### src/rtl/issue_scoreboard.sv
// issue_scoreboard: RAW/WAW issue interlock with per-register write counters and a post-flush drain.
// Define ISSUE_SCOREBOARD_WB_BYPASS_EN to let a register's final writeback clear a RAW hit in the same cycle.
module issue_scoreboard #(
   parameter int PEND_W       = 2,
   parameter int DRAIN_CYCLES = 3,
   parameter int CNT_W        = 16
) (
   input  logic             clk,
   input  logic             resetN,
   input  logic             decValid,
   input  logic [4:0]       decReadAddr1,
   input  logic [4:0]       decReadAddr2,
   input  logic [4:0]       decWriteAddr,
   input  logic             decRegWriteEnable,
   input  logic             wbValid,
   input  logic [4:0]       wbWriteAddr,
   input  logic             flush,
   output logic             stall,
   output logic             issue,
   output logic [31:0]      pendingMask,
   output logic [CNT_W-1:0] stallCount,
   output logic             errUnderflow
);
   localparam int DW = DRAIN_CYCLES > 1 ? $clog2(DRAIN_CYCLES) : 1;
   localparam logic [PEND_W-1:0] CNT_MAX = '1;
   localparam logic [DW-1:0] DRAIN_LOAD = DW'(DRAIN_CYCLES - 1);

   typedef enum logic {RUN, DRAIN} state_t;

   state_t            state_q, state_d;
   logic [DW-1:0]     drain_q, drain_d;
   logic [PEND_W-1:0] cnt_q [32];
   logic [PEND_W-1:0] cnt_d [32];
   logic [CNT_W-1:0]  stall_cnt_q, stall_cnt_d;
   logic              err_q, err_d;
   logic              run, wb_hit, raw1, raw2, waw_full, inc, dec;

   assign run    = state_q == RUN;
   assign wb_hit = run & wbValid & (wbWriteAddr != '0);

`ifdef ISSUE_SCOREBOARD_WB_BYPASS_EN
   assign raw1 = (decReadAddr1 != '0) & (cnt_q[decReadAddr1] != '0)
               & ~(wb_hit & (wbWriteAddr == decReadAddr1) & (cnt_q[decReadAddr1] == PEND_W'(1)));
   assign raw2 = (decReadAddr2 != '0) & (cnt_q[decReadAddr2] != '0)
               & ~(wb_hit & (wbWriteAddr == decReadAddr2) & (cnt_q[decReadAddr2] == PEND_W'(1)));
`else
   assign raw1 = (decReadAddr1 != '0) & (cnt_q[decReadAddr1] != '0);
   assign raw2 = (decReadAddr2 != '0) & (cnt_q[decReadAddr2] != '0);
`endif

   assign waw_full     = decRegWriteEnable & (decWriteAddr != '0) & (cnt_q[decWriteAddr] == CNT_MAX);
   assign stall        = resetN & (run ? decValid & (raw1 | raw2 | waw_full) : 1'b1);
   assign issue        = resetN & decValid & ~stall & ~flush;
   assign stallCount   = stall_cnt_q;
   assign errUnderflow = err_q;

   // Flush wipes all tracking; a same-cycle increment and decrement cancel without flagging underflow.
   always_comb begin
      state_d     = flush ? DRAIN : (!run && drain_q == '0) ? RUN : state_q;
      drain_d     = flush ? DRAIN_LOAD : (!run && drain_q != '0) ? drain_q - DW'(1) : drain_q;
      stall_cnt_d = (decValid & stall & ~&stall_cnt_q) ? stall_cnt_q + CNT_W'(1) : stall_cnt_q;
      err_d       = err_q;
      inc         = 1'b0;
      dec         = 1'b0;
      cnt_d[0]    = '0;
      pendingMask = '0;
      for (int r = 1; r < 32; r++) begin
         inc            = issue & decRegWriteEnable & (decWriteAddr == 5'(r));
         dec            = wb_hit & ~flush & (wbWriteAddr == 5'(r));
         err_d          = err_d | (dec & ~inc & (cnt_q[r] == '0));
         cnt_d[r]       = flush ? '0
                        : (inc & ~dec) ? cnt_q[r] + PEND_W'(1)
                        : (dec & ~inc & cnt_q[r] != '0) ? cnt_q[r] - PEND_W'(1)
                        : cnt_q[r];
         pendingMask[r] = cnt_q[r] != '0;
      end
   end

   always_ff @(posedge clk or negedge resetN) begin
      if (!resetN) begin
         state_q     <= RUN;
         drain_q     <= '0;
         cnt_q       <= '{default: '0};
         stall_cnt_q <= '0;
         err_q       <= 1'b0;
      end else begin
         state_q     <= state_d;
         drain_q     <= drain_d;
         cnt_q       <= cnt_d;
         stall_cnt_q <= stall_cnt_d;
         err_q       <= err_d;
      end
   end
endmodule
### config.mk
export PLATFORM = sky130hd
export DESIGN_NAME = issue_scoreboard
export DESIGN_NICKNAME = d
export VERILOG_FILES = /design/src/rtl/issue_scoreboard.sv
export SDC_FILE = /design/constraint.sdc
export NUM_CORES = 1
export LEC_CHECK = 0
export CAP_MARGIN = 10
export CORE_ASPECT_RATIO = 2
export CORE_MARGIN = 2
export CORE_UTILIZATION = 48
export CTS_CLUSTER_SIZE = 20
export DETAILED_ROUTE_END_ITERATION = 6
export PLACE_DENSITY = 0.79
export SYNTH_ARGS = -nofsm -noshare
export SYNTH_HDL_FRONTEND = slang
export SYNTH_SLANG_ARGS = --single-unit
### constraint.sdc
create_clock -name clk -period 5.15 [get_ports clk]
set_clock_uncertainty 0.1 [all_clocks]
set_input_delay 0.515 -clock clk [delete_from_list [all_inputs] [get_ports clk]]
set_output_delay 0.515 -clock clk [all_outputs]
set_load 0.05 [all_outputs]
; ---- Word level (Yosys, flattened, before mapping)
; Cells that the tools add are included.
[totals]
regBits = 82
latchBits = 0
mem_bits_rw = 0
rom_bits = 0
in_bits = 26
output_inout_bits = 51
elab_cells = 681
n_memories = 0
[classes]
n_addsub = 64
mul = 0
div = 0
magnitude_cmp = 3
eq_ne = 63
shifts = 0
n_mux = 107
bitwise = 302
reduce_logical = 107
[op_table]
columns = operator, n
row1 = $mux W2, 101
row2 = $and A1 B1 Y1, 201
row3 = $eq A5 B5 Y1 const B, 32
row4 = $reduce_bool A3 Y1, 31
row5 = $eq A5 B4 Y1 const B, 16
row6 = $reduce_bool A2 Y1, 36
row7 = $not A1 Y1, 65
row8 = $logic_not A2 Y1, 32
row9 = $sub A2 B1 Y2 const B, 32
row10 = $add A2 B1 Y2 const B, 31
row11 = $eq A5 B3 Y1 const B, 8
row12 = $or A1 B1 Y1, 33
row13 = $bmux W2 S5, 3
row14 = $eq A5 B2 Y1 const B, 4
row15 = $reduce_bool A5 Y1, 4
row16 = $ge A6 B6 Y1 const B, 3
row17 = $not A5 Y6, 3
row18 = $add A16 B1 Y16 const B, 1
row19 = $reduce_and A16 Y1, 1
row20 = $eq A5 B1 Y1 const B, 2
row21 = $mux W1, 3
row22 = $eq A2 B2 Y1 const B, 1
row23 = $logic_and A1 B1 Y1, 2
row24 = $logic_not A1 Y1, 1

; ---- Longest topological paths before layout
; Gate-level depths: netlist of run 1.
[depth]
ltp_word = 50
mapped_depth = 13
depth_no_buf = 10

; ---- Worst setup path after synthesis of run 1
; OpenSTA, ideal clock, no wires.
[synth_timing]
path_kind = flip-flop to output port
startpoint = register cnt_q[34] (netlist name)
endpoint = output issue
arrival_ps = 4101
required_ps = 4535
path_slack_ps = 434
path_stages_with_launch = 9
n_path_buf = 1
path_cell_list = dfrtp_1 -> or2_1 -> mux2_2 -> mux4_2 -> a32oi_4 -> nand4_4 -> or3_1 -> buf_4 -> nor4_1
[synth_via]
elab_chain_cells = 13
word_cells_on_any_way = 23
cone_classes = 1 x eq/ne / 10 x mux / 10 x bitwise / 2 x reduce/logical
[synth_rtl]
columns = item, line
row1 = "start, declared", 32  ; logic [PEND_W-1:0] cnt_q [32];
row2 = "start signal, assigned", 89  ; cnt_q <= cnt_d;
row3 = $bmux W2 S5 (on tied branches), "47, 48"
row4 = $mux W2 (on tied branches) (2 in series), "47, 48"
row5 = $reduce_bool A2 Y1 (on tied branches), "47, 48"
row6 = $and A1 B1 Y1 (on tied branches), "47, 48"
row7 = $or A1 B1 Y1, 52  ; assign stall = resetN & (run ? decValid & (raw1 | raw2 | waw_full) : 1'b1);
row8 = $or A1 B1 Y1 *, 52
row9 = $and A1 B1 Y1 *, 52
row10 = $mux W1 *, 52
row11 = $and A1 B1 Y1 *, 52
row12 = $not A1 Y1 *, 53  ; assign issue = resetN & decValid & ~stall & ~flush;
row13 = $and A1 B1 Y1 * (2 in series), 53
row14 = "end, declared", 19  ; output logic issue,
; Every way passes the cells marked *; elsewhere a longest branch is shown, timed or not. The select of a mux whose other input is x is not followed.

; ---- Worst setup path after layout of run 1
[layout_timing]
startpoint = input decWriteAddr[0]
endpoint = output issue
[layout_via]
elab_chain_cells = 13
word_cells_on_any_way = 15
cone_classes = 1 x eq/ne / 4 x mux / 9 x bitwise / 1 x reduce/logical
[layout_rtl]
columns = item, line
row1 = "start, declared", 13  ; input logic [4:0] decWriteAddr,
row2 = $not A5 Y6 (implied by the code), 51  ; assign waw_full = decRegWriteEnable & (decWriteAddr != '0) & (cnt_q[decWriteAddr] == CNT_MAX);
row3 = $bmux W2 S5, 51
row4 = $mux W2 (implied by the code) (2 in series), 51
row5 = $eq A2 B2 Y1, 51
row6 = $and A1 B1 Y1 *, 51
row7 = $or A1 B1 Y1 *, 52
row8 = $and A1 B1 Y1 *, 52
row9 = $mux W1 *, 52
row10 = $and A1 B1 Y1 *, 52
row11 = $not A1 Y1 *, 53
row12 = $and A1 B1 Y1 * (2 in series), 53
; Marked as above.

==> results.ini, run 1 <==
[outcome]
status=completed

[routing]
wl_um=26700
wire_per_inst_um=23.7
antenna_left=0
viasPerCell=6.64
firstDrtPassIters=6
drt_iter0_drc=813
dr_total_vias=7492
drc=0

[power]
ir_drop_uv=364
power_per_cell_area_nw_per_um2=253
p_leak_nw=3.33

[layout]
drive_above_1_share_pct=10.4
stdcell_count=1129
fin_nets=963
antenna_cells=0
areaGrowthSynthToFinish_pct=19.6

[critical_path]
r2r.worst_path.cells=10
cp.required_ns=4.53
cp-end-kind=output pin
cpMaxStageDelayCell=clkdlybuf4s50_1
critPathKind=primary input to output pin
cp_max_fo=11
cpPeakStageDelay_ns=0.76
critical_path_arrival_ns=3.97
cp-start-kind=primary input
crit_chain=clkdlybuf4s50_1 -> buf_4 -> nor2b_1 -> a221oi_1 -> nor4b_1 -> o32ai_2 -> nand4_4 -> or3_1 -> nor4_1 -> buf_12

[floorplan]
rows=61
core_region_area_um2=13900
die_h_um=173
die-area_um2=15300
top_level_ports=77
initial_core_util_pct=49.3
dieWidth_um=88.4

[sta]
hold_viol_final=0
slew_headroom_pct=15.1
setup_violations=0
drv_slew=0
period_minus_slack_ns=4.59
min_period_over_period_pct=89.0
max_freq_mhz=218
worstMarginPinSlew_ns=1.27
rsz0062_at_grt=no
fin_setup_tns_ns=0

[grt]
grt.overflow.total=0
grt_usage_pct=35.7
grt_max_degree=46
antenna_found_initial=0
grt_pass1_vias=7196
grt_pass1_wl_um=40800

[placement]
placed_cells=1113
place_hpwl_um=20500
gp_congestion=1.10
numPortBuffers=75

[synthesis]
synth_edf_count=0
synth_common_cells=nand2_1, nor2_1, dfrtp_1
avgSynthCellArea_um2=7.88
synth_seq_cells=82
yosysUniqueCellTypes=80
ys_seq_area_share_pct=30.0
syn_nets=896
postSynth.asyncResetShare_pct=100
synth_area_leaders=dfrtp_1, nand2_1, nor2_1
yosysWarnings=0
yosysTopAreaCell=dfrtp_1
dominantRegCellSynth=dfrtp_1
synth_top_area_share_pct=30.0
syn_inst=868
syn_area_um2=6840
synth.most_common_cell=nand2_1

[clock_tree]
cts-root-buf=clkbuf_16
clk_pin_slew_ns=0.07
clockBufferDepth=2
cts_setup_buffers=0
holdBufCountCts=0
cts_tree=built
cts.sinks=82
cts_resized=0
worst_skew_pair.late_latency_ns=0.35
htree_levels=3
numCtsBuffers=9

[flow_run]
drv_cap=0

[min_path]
worstHoldPathType=primary input to async pin

-- flip-flops by register name, summed over array words and instances (netlist names) --
register      cells
state_q           1
errUnderflow      1
stallCount       16
drain_q           2
cnt_q            62
-- kinds of logic after synthesis --
logic type | synth area share, %
other | 0.0548
and+or+nand+nor | 31.4
xor gates and xnor gates | 4.22
muxes | 7.04
adders and majority gates | 0.366
buffers and inverters | 5.54
AOI/OAI and AO/OA | 21.4
DFF | 30.0
-- stage by stage --
stage	area (um2)	hold slack [ns]	util, %	power, mW	setup slack, ns
5_1_grt	8180	0.205	58.9	2.13	0.411
4_1_cts	8180	0.196	58.9	2.07	0.600
3_3_place_gp	7820	0.393	56.3	1.24	0.669
2_1_floorplan	6840	0.119	-	1.06	0.434
3_5_place_dp	7820	0.381	56.3	1.25	0.645
6_report	8180	0.167	58.9	2.07	0.565
-- critical path: cells and delay by family --
kind	cells	cell delay (ns)
buf+inv	3	1.33
compound gates	2	0.79
simple gates	5	1.33
-- final timing paths --
path	startpoint	end	slack (ns)
min reg2reg	stallCount[10]	stallCount[10]	0.40
max in group asynchronous	resetN	cnt_q[57]	3.79
max reg2reg	cnt_q[0]	errUnderflow	1.24
min	resetN	cnt_q[31]	0.17
max	decWriteAddr[0]	issue	0.56
min in group clk	stallCount[10]	stallCount[10]	0.40
-- where the power goes --
group	switching [mW]	total (mW)	internal, mW	leakage [nW]
combinational	0.333	0.501	0.168	2.04
clock	0.293	0.819	0.526	0.177
sequential	0.0611	0.746	0.685	1.11
-- layout by cell type, fill, tap and decap left out, types with 7 or more instances in the layout --
| cell type | n |
|---|---|
| nand2_1 | 100 |
| nor2_1 | 96 |
| dfrtp_1 | 82 |
| clkdlybuf4s50_1 | 71 |
| a21oi_1 | 61 |
| inv_1 | 45 |
| nor3_1 | 45 |
| o21ai_0 | 45 |
| nand3_1 | 38 |
| buf_4 | 28 |
| nand2b_1 | 21 |
| xnor2_1 | 19 |
| a211oi_1 | 18 |
| nor2b_1 | 17 |
| mux4_2 | 15 |
| nor4_1 | 14 |
| xor2_1 | 14 |
| a31oi_1 | 12 |
| nor3b_1 | 11 |
| o31ai_1 | 11 |
| nand4_1 | 11 |
| a21o_1 | 10 |
| clkbuf_16 | 9 |
| and3_1 | 7 |
| a311oi_1 | 7 |
-- metal layers --
| metal | part of all wire [%] | wire, um | GRT usage [%] |
|---|---|---|---|
| met5 | 0 | 0 | 0 |
| met4 | 9.7 | 2590 | 26.5 |
| met3 | 8.6 | 2300 | 6.25 |
| met2 | 48 | 12900 | 58.0 |
| met1 | 33 | 8890 | 40.4 |
-- cell type report --
class | count | area (um2)
inverter | 45 | 169
timing repair buffer | 101 | 946
clock inverter | 6 | 138
sequential | 82 | 2050
multi-input combinational | 696 | 4410
clock buffer | 10 | 229
fill | 1309 | 5710
tap | 189 | 236
No activity file was read; power rests on OpenSTA's default activity.
==> run 2: changes to the inputs <==
- SETUP_SLACK_MARGIN: not set -> 0.02
==> results of run 2 <==
No change in the layout: final DEF, timing and power equal those of run 1.
